===== src/rtl/pipe_ctrl_if.sv =====
`default_nettype none
// +----------------------------------------------------------------------+
// | Module   : pipe_ctrl_if                                              |
// | Brief    : Stall/flush/halt signal bundle between sequencer and CPU  |
// | Revision : 1.0 - initial release                                     |
// +----------------------------------------------------------------------+
interface pipe_ctrl_if;
    logic        stallreq_id;
    logic        stallreq_ex;
    logic        stallreq_mem;
    logic [31:0] excepttype_i;
    logic [31:0] epc_i;
    logic        halt_req;
    logic [5:0]  stall;
    logic        flush;
    logic [31:0] new_pc;
    logic        halt_ack;
    logic [31:0] stall_cycles;

    modport master (
        input  stallreq_id, stallreq_ex, stallreq_mem, excepttype_i, epc_i, halt_req,
        output stall, flush, new_pc, halt_ack, stall_cycles
    );

    modport slave (
        output stallreq_id, stallreq_ex, stallreq_mem, excepttype_i, epc_i, halt_req,
        input  stall, flush, new_pc, halt_ack, stall_cycles
    );
endinterface
`default_nettype wire


===== src/rtl/pipe_ctrl.sv =====
`default_nettype none
// +----------------------------------------------------------------------+
// | Module   : pipe_ctrl                                                 |
// | Brief    : 5-stage pipeline sequencer: stall merge, exception flush, |
// |            debug halt drain and saturating stall-cycle counter       |
// | Revision : 1.0 - initial release                                     |
// +----------------------------------------------------------------------+
module pipe_ctrl #(
    parameter logic [31:0] EBASE        = 32'h0000_0000,
    parameter int unsigned DRAIN_CYCLES = 4
) (
    input  wire logic      clk,
    input  wire logic      reset_n,
    pipe_ctrl_if.master    bus
);

    localparam logic [1:0]  c_st_run    = 2'd0;
    localparam logic [1:0]  c_st_drain  = 2'd1;
    localparam logic [1:0]  c_st_halted = 2'd2;
    // A zero drain length still needs one quiet cycle before freezing
    localparam logic [31:0] c_drain_load = (DRAIN_CYCLES == 0) ? 32'd1 : 32'(DRAIN_CYCLES);

    logic [1:0]  r_state;
    logic [1:0]  w_state_nxt;
    logic [31:0] r_drain_cnt;
    logic [31:0] w_drain_cnt_nxt;
    logic        r_halt_ack;
    logic [31:0] r_stall_cycles;
    logic        w_exc;
    logic [31:0] w_new_pc;
    logic [5:0]  w_stall;
    logic        w_count_en;

    assign w_exc = (bus.excepttype_i != 32'h0) && (r_state != c_st_halted);

    always_comb begin
        w_new_pc = 32'h0;
        if (w_exc) begin
            case (bus.excepttype_i)
                32'h0000_0001: w_new_pc = EBASE + 32'h20;
                32'h0000_000e: w_new_pc = bus.epc_i;
                default:       w_new_pc = EBASE + 32'h40;
            endcase
        end
    end

    always_comb begin
        w_stall = 6'b000000;
        if (w_exc)                      w_stall = 6'b000000;
        else if (r_state == c_st_halted) w_stall = 6'b111111;
        else if (bus.stallreq_mem)      w_stall = 6'b011111;
        else if (bus.stallreq_ex)       w_stall = 6'b001111;
        else if (bus.stallreq_id)       w_stall = 6'b000111;
        else if (r_state == c_st_drain) w_stall = 6'b000011;
    end

    always_comb begin
        w_state_nxt     = r_state;
        w_drain_cnt_nxt = r_drain_cnt;
        case (r_state)
            c_st_run: begin
                if (bus.halt_req) begin
                    w_state_nxt     = c_st_drain;
                    w_drain_cnt_nxt = c_drain_load;
                end
            end
            c_st_drain: begin
                if (!bus.halt_req) begin
                    w_state_nxt     = c_st_run;
                    w_drain_cnt_nxt = 32'h0;
                end else if (w_exc) begin
                    w_drain_cnt_nxt = c_drain_load;
                end else if (!bus.stallreq_ex && !bus.stallreq_mem) begin
                    // ID hazards only bubble the back half, so drain continues
                    if (r_drain_cnt <= 32'd1) begin
                        w_state_nxt     = c_st_halted;
                        w_drain_cnt_nxt = 32'h0;
                    end else begin
                        w_drain_cnt_nxt = r_drain_cnt - 32'd1;
                    end
                end
            end
            c_st_halted: begin
                if (!bus.halt_req) w_state_nxt = c_st_run;
            end
            default: begin
                w_state_nxt     = c_st_run;
                w_drain_cnt_nxt = 32'h0;
            end
        endcase
    end

    assign w_count_en = w_stall[0] && (r_state != c_st_halted) && (r_stall_cycles != 32'hFFFF_FFFF);

    always_ff @(posedge clk or negedge reset_n) begin
        if (!reset_n) begin
            r_state        <= c_st_run;
            r_drain_cnt    <= 32'h0;
            r_halt_ack     <= 1'b0;
            r_stall_cycles <= 32'h0;
        end else begin
            r_state     <= w_state_nxt;
            r_drain_cnt <= w_drain_cnt_nxt;
            r_halt_ack  <= (w_state_nxt == c_st_halted);
            if (w_count_en) r_stall_cycles <= r_stall_cycles + 32'd1;
        end
    end

    assign bus.stall        = w_stall;
    assign bus.flush        = w_exc;
    assign bus.new_pc       = w_new_pc;
    assign bus.halt_ack     = r_halt_ack;
    assign bus.stall_cycles = r_stall_cycles;

endmodule
`default_nettype wire


===== src/flat_wrapper.sv =====
// flat-port wrapper written by rule: the top's interface ports become plain ports
module pipe_ctrl_flat 
#(
    parameter logic [31:0] EBASE        = 32'h0000_0000,
    parameter int unsigned DRAIN_CYCLES = 4
)
  (clk, reset_n, bus_stallreq_id, bus_stallreq_ex, bus_stallreq_mem, bus_excepttype_i, bus_epc_i, bus_halt_req, bus_stall, bus_flush, bus_new_pc, bus_halt_ack, bus_stall_cycles);
  pipe_ctrl_if bus_i ();
  input  wire logic clk;
  input  wire logic reset_n;
  input wire logic [$bits(bus_i.stallreq_id)-1:0] bus_stallreq_id;
  input wire logic [$bits(bus_i.stallreq_ex)-1:0] bus_stallreq_ex;
  input wire logic [$bits(bus_i.stallreq_mem)-1:0] bus_stallreq_mem;
  input wire logic [$bits(bus_i.excepttype_i)-1:0] bus_excepttype_i;
  input wire logic [$bits(bus_i.epc_i)-1:0] bus_epc_i;
  input wire logic [$bits(bus_i.halt_req)-1:0] bus_halt_req;
  output wire logic [$bits(bus_i.stall)-1:0] bus_stall;
  output wire logic [$bits(bus_i.flush)-1:0] bus_flush;
  output wire logic [$bits(bus_i.new_pc)-1:0] bus_new_pc;
  output wire logic [$bits(bus_i.halt_ack)-1:0] bus_halt_ack;
  output wire logic [$bits(bus_i.stall_cycles)-1:0] bus_stall_cycles;
  assign bus_i.stallreq_id = bus_stallreq_id;
  assign bus_i.stallreq_ex = bus_stallreq_ex;
  assign bus_i.stallreq_mem = bus_stallreq_mem;
  assign bus_i.excepttype_i = bus_excepttype_i;
  assign bus_i.epc_i = bus_epc_i;
  assign bus_i.halt_req = bus_halt_req;
  assign bus_stall = bus_i.stall;
  assign bus_flush = bus_i.flush;
  assign bus_new_pc = bus_i.new_pc;
  assign bus_halt_ack = bus_i.halt_ack;
  assign bus_stall_cycles = bus_i.stall_cycles;
  pipe_ctrl #(.EBASE(EBASE), .DRAIN_CYCLES(DRAIN_CYCLES)) u_core (.clk(clk), .reset_n(reset_n), .bus(bus_i));
endmodule

===== config.mk =====
export PLATFORM = sky130hd
export DESIGN_NAME = pipe_ctrl_flat
export DESIGN_NICKNAME = d
export VERILOG_FILES = /design/src/rtl/pipe_ctrl_if.sv /design/src/rtl/pipe_ctrl.sv /design/src/flat_wrapper.sv
export SDC_FILE = /design/constraint.sdc
export NUM_CORES = 1
export LEC_CHECK = 0
export ABC_AREA = 1
export CAP_MARGIN = 20
export CORE_ASPECT_RATIO = 0.8
export CORE_MARGIN = 1
export CORE_UTILIZATION = 35
export CTS_BUF_LIST = sky130_fd_sc_hd__clkbuf_2 sky130_fd_sc_hd__clkbuf_4 sky130_fd_sc_hd__clkbuf_8
export DETAILED_ROUTE_END_ITERATION = 8
export PLACE_DENSITY = 0.66
export SYNTH_ARGS = -nofsm -noshare
export SYNTH_HDL_FRONTEND = slang
export SYNTH_SLANG_ARGS = --single-unit

===== constraint.sdc =====
create_clock -name clk -period 5.12 [get_ports clk]
set_input_delay 0.512 -clock clk [delete_from_list [all_inputs] [get_ports clk]]
set_output_delay 0.512 -clock clk [all_outputs]
set_load 0.005 [all_outputs]

Word-level counts from Yosys, hierarchy flattened

Cells that the tools add are included.

Word-level logic and storage cells: 47
Output and inout port bits: 72
Bits of input ports: 70
Register bits: 67

Mux-type cells: 21
Equal/unequal tests: 9
Bitwise gates (word level): 1
$lt $le $gt $ge: 1
Add/subtract/negate cells: 2
Reduce and logical (&&, ||, !) cells: 9

Operator list:

| kind                    | count |
|---|---|
| $mux W32                | 6 |
| $pmux W32 S3            | 1 |
| $pmux W32 S2            | 1 |
| $add A32 B1 Y32 const B | 1 |
| $eq A32 B1 Y1 const B   | 1 |
| $eq A32 B4 Y1 const B   | 1 |
| $le A32 B1 Y1 const B   | 1 |
| $ne A32 B32 Y1 const B  | 1 |
| $reduce_bool A32 Y1     | 1 |
| $sub A32 B1 Y32 const B | 1 |
| $mux W6                 | 5 |
| $mux W2                 | 7 |
| $pmux W2 S3             | 1 |
| $eq A2 B2 Y1 const B    | 2 |
| $logic_and A1 B1 Y1     | 4 |
| $ne A2 B2 Y1 const B    | 2 |
| $ne A4 B4 Y1 const B    | 1 |
| $reduce_and A3 Y1       | 1 |
| $eq A2 B1 Y1 const B    | 1 |
| $logic_not A1 Y1        | 2 |
| $logic_not A2 Y1        | 1 |
| $not A1 Y1              | 1 |

Logic depth before layout (Yosys ltp)

Word-level depth: 9
Gate-level depth with buffers: 14
Depth with buffers taken out: 13

Worst setup path after synthesis

OpenSTA, ideal clock, no wires.

Path type: input -> output
From: in bus_excepttype_i[7]
To: out bus_stall[1]
Path buffers: 2
Setup slack: 2,877 ps
Data required time: 4,608 ps
Data arrival time: 1,731 ps
Stages: 9
Cells stage by stage: nor2_1 -> nand2_1 -> nor2_1 -> nand2_1 -> o21ai_2 -> inv_2 -> buf_2 -> a31oi_1 -> buf_4

Cells in the longest elaborated chain, start to end: 3

RTL lines:

| what                | RTL line           | RTL |
|---|---|---|
| from (decl)         | flat_wrapper.sv:14 | `input wire logic [$bits(bus_i.excepttype_i)-1:0] bus_excepttype_i;` |
| $reduce_bool A32 Y1 | pipe_ctrl.sv:34    | `assign w_exc = (bus.excepttype_i != 32'h0) && (r_state != c_st_halted);` |
| $logic_and A1 B1 Y1 | pipe_ctrl.sv:34    |  |
| via bus_flush       | flat_wrapper.sv:18 | `output wire logic [$bits(bus_i.flush)-1:0] bus_flush;` |
| $mux W6             | pipe_ctrl.sv:49    | `if (w_exc) w_stall = 6'b000000;` |
| to (decl)           | flat_wrapper.sv:17 | `output wire logic [$bits(bus_i.stall)-1:0] bus_stall;` |

The timed path passes the listed nets, and every way through them passes these cells.

Final worst setup path

From: in bus_excepttype_i[31]
To: out bus_stall[1]

Cells in the longest elaborated chain, start to end: 3

RTL lines:

| what                | RTL line |
|---|---|
| $reduce_bool A32 Y1 | pipe_ctrl.sv:34 |
| $logic_and A1 B1 Y1 | pipe_ctrl.sv:34 |
| $mux W6             | pipe_ctrl.sv:49 |

Every way passes these cells.

==> impl_metrics.json <==
{
  "run_status": "complete, no violations",
  "clock_skew_ns": 0.00630,
  "seqPwrFrac": 0.459,
  "multi_input_combinational_cell_area_um2": 3010,
  "syn_avg_cell_area_um2": 6.19,
  "layout_common_cells": "nand2_1, nor2_1, clkdlybuf4s50_1",
  "ant_nets": 0,
  "grt_setup_unrepaired": "no",
  "timing.setup.tns_ns": 0,
  "cts.repair.resized": 0,
  "clock_root_buffer_master": "clkbuf_8",
  "clkSlewWorstSetupHoldPaths_ns": 0.08,
  "placementRows": 39,
  "drive_above_1_share": 0.0423,
  "flip_flop_and_latch_count_after_synthesis": 67,
  "finalCriticalPeriod_ns": 3.64,
  "clock_tree.htree_level_count": 3,
  "final_net_count": 1038,
  "cellInternalPower_uw": 859,
  "first_pass_iters": 5,
  "maxClockFrequency_mhz": 275,
  "antenna_found_initial": 0,
  "ff_latch_area_um2": 1680,
  "timing.critical_path.from": "bus_excepttype_i[31]",
  "drt_first_iter_violations": 417,
  "drv_slew": 0,
  "syn2layout_area_growth_pct": 33.1,
  "fin_worst_hold_slack_ns": 0.365,
  "critical_path.reg2reg.startpoint": "u_core.r_state[1]$_DFF_PN0_",
  "hold_violations": 0,
  "critPathRequiredTime_ns": 4.61,
  "min_path_type": "in2async",
  "n_fill_cell": 1527,
  "die-area_um2": 15300,
  "critPathCaptureType": "output port",
  "combPwrFrac": 0.156,
  "setup_viol": 0,
  "drcViolationCount": 0,
  "switching_component_of_the_power_uw": 318,
  "mostFrequentLayoutCell": "nand2_1",
  "cap_viol_max_count": 0,
  "cts_tree": "built",
  "globalRoute.totalOverflow": 0,
  "leakage_uw": 0.00335,
  "critical_path_class": "in2out",
  "final_min_period_over_clock_period": 0.710,
  "initial_utilization": 0.361,
  "synth.distinct_cells": 36,
  "core_area_um2": 14300,
  "routed_wirelength_mm": 15.9,
  "die_h_um": 111,
  "grt_start_max_net_pins": 68,
  "cts_inserted_buffers": 9,
  "arrival_time_of_data_at_the_critical_path_endpoint_ns": 3.13,
  "synthesis.instances": 836,
  "grtUsageTotal": 0.217,
  "power_per_cell_area_nw_per_um2": 171,
  "worst_skew_pair.late_latency_ns": 0.35,
  "setup.worst_path.start_class": "input pin",
  "cts.repair_timing.setup_buffer_count": 0,
  "numPlacedInstances": 1138,
  "cts_max_path_buffers": 2,
  "synth_warnings": 0,
  "boundaryPins": 142,
  "hold_buffers": 0,
  "synthesis.nets": 909,
  "vias_per_cell": 4.84,
  "die_x_um": 138,
  "grt_first_pass_wirelength_mm": 25.9,
  "peak_supply_drop_mv": 0.128,
  "crit_fanout": 36,
  "first_global_vias": 4961,
  "wl_per_cell_um": 13.8,
  "gp_congestion": 0.899,
  "num_vias": 5589,
  "synth_area_um2": 5170,
  "insertedDiodeCount": 0,
  "finalNonFillerCells": 1154,
  "slew-limit-headroom": 0.409,
  "hpwl_mm": 12.5,
  "tightestPinTransition_ns": 0.887,
  "power_frac_clock": 0.385,
  "yosysSeqAreaShare": 0.324,
  "clkSinkCount": 67,
  "p_sw_frac": 0.270,
  "buffer_ports.inserted": 141
}
logic make-up after synthesis:
family                   share of synthesized area
flip-flops                                   0.324
AO/OA/AOI/OAI                               0.0368
adder cells (fa/ha/maj)                    0.00725
buffers and inverters                       0.0953
XOR/XNOR                                    0.0609
AND/OR/NAND/NOR                              0.476
sequential cells by signal, indices dropped and copies added, names as in the netlist:
signal                   flops
u_core.bus.halt_ack          1
u_core.bus.stall_cycles     32
u_core.r_drain_cnt          32
u_core.r_state               2
power by group through the flow:
stage	combinational, uW	sequential, uW	clock (uW)
after floorplan	98.5	548	0
after global routing	209	541	485
after detailed placement	184	550	0
final	183	540	453
after CTS	184	540	469
after global placement	182	550	0
worst max-delay path, stage by stage:
cell and delay [ns]:
clkdlybuf4s50_1 0.40, nor2_1 0.10, nand2_1 0.06, nor2_1 0.18, nand2_2 0.13, o21ai_2 0.50
inv_2 0.41, a31oi_1 0.28, clkdlybuf4s50_1 0.53
cell type report:
| type | count | share of cell area |
|---|---|---|
| Inverter | 95 | 0.0518 |
| Clock buffer | 11 | 0.0211 |
| Multi-Input combinational cell | 649 | 0.436 |
| Tap cell | 184 | 0.0334 |
| Sequential cell | 67 | 0.243 |
| Timing Repair Buffer | 143 | 0.206 |
| Clock inverter | 5 | 0.00763 |
synth_stat cells, drive strengths merged:
cell type,instances,share of area
clkbuf,4,0.0029
a21oi,8,0.0099
xor2,24,0.041
buf,21,0.023
nor3b,2,0.0029
and2,1,0.0012
a31oi,2,0.0024
nor2,169,0.13
or3,1,0.0012
nor3,29,0.032
nor4,2,0.0024
nand4,20,0.027
nand3b,2,0.0029
nand3,75,0.074
o21ai,21,0.021
a21o,1,0.0015
o211a,1,0.0019
dfrtp,67,0.32
xnor2,12,0.020
inv,95,0.069
nand2,276,0.20
ha,3,0.0073
stage by stage:
step                cell area, um^2  power, uW  utilization  setup WS (ns)
finish                         6890       1180        0.480           1.48
global route                   6890       1230        0.480           1.15
CTS                            6890       1190        0.480           1.48
detailed placement             6690        734        0.466           1.48
global placement               6690        732        0.466           1.55
floorplan                      5170        647            -           2.88
path summary, 6_finish.rpt:
check                                                         end  slack, ns  cells past startpoint
max                                                  bus_stall[1]       1.48                      9
min                             u_core.r_drain_cnt[4]$_DFFE_PN0P_       0.37                      2
max reg2reg                    u_core.r_drain_cnt[20]$_DFFE_PN0P_       2.61                      6
min reg2reg                     u_core.r_drain_cnt[1]$_DFFE_PN0P_       0.52                      2
max in group asynchronous  u_core.bus.stall_cycles[7]$_DFFE_PN0P_       4.18                      2
min in group clk                u_core.r_drain_cnt[1]$_DFFE_PN0P_       0.52                      2
metal layers:
layer	up-vias	routed length [um]	GRT usage
met5	-	0	0
met4	0	235	0.0572
met3	13	1100	0.0412
met2	192	6970	0.322
met1	2518	7640	0.319
li1	2866	-	-
(Power assumes the default switching activity.)
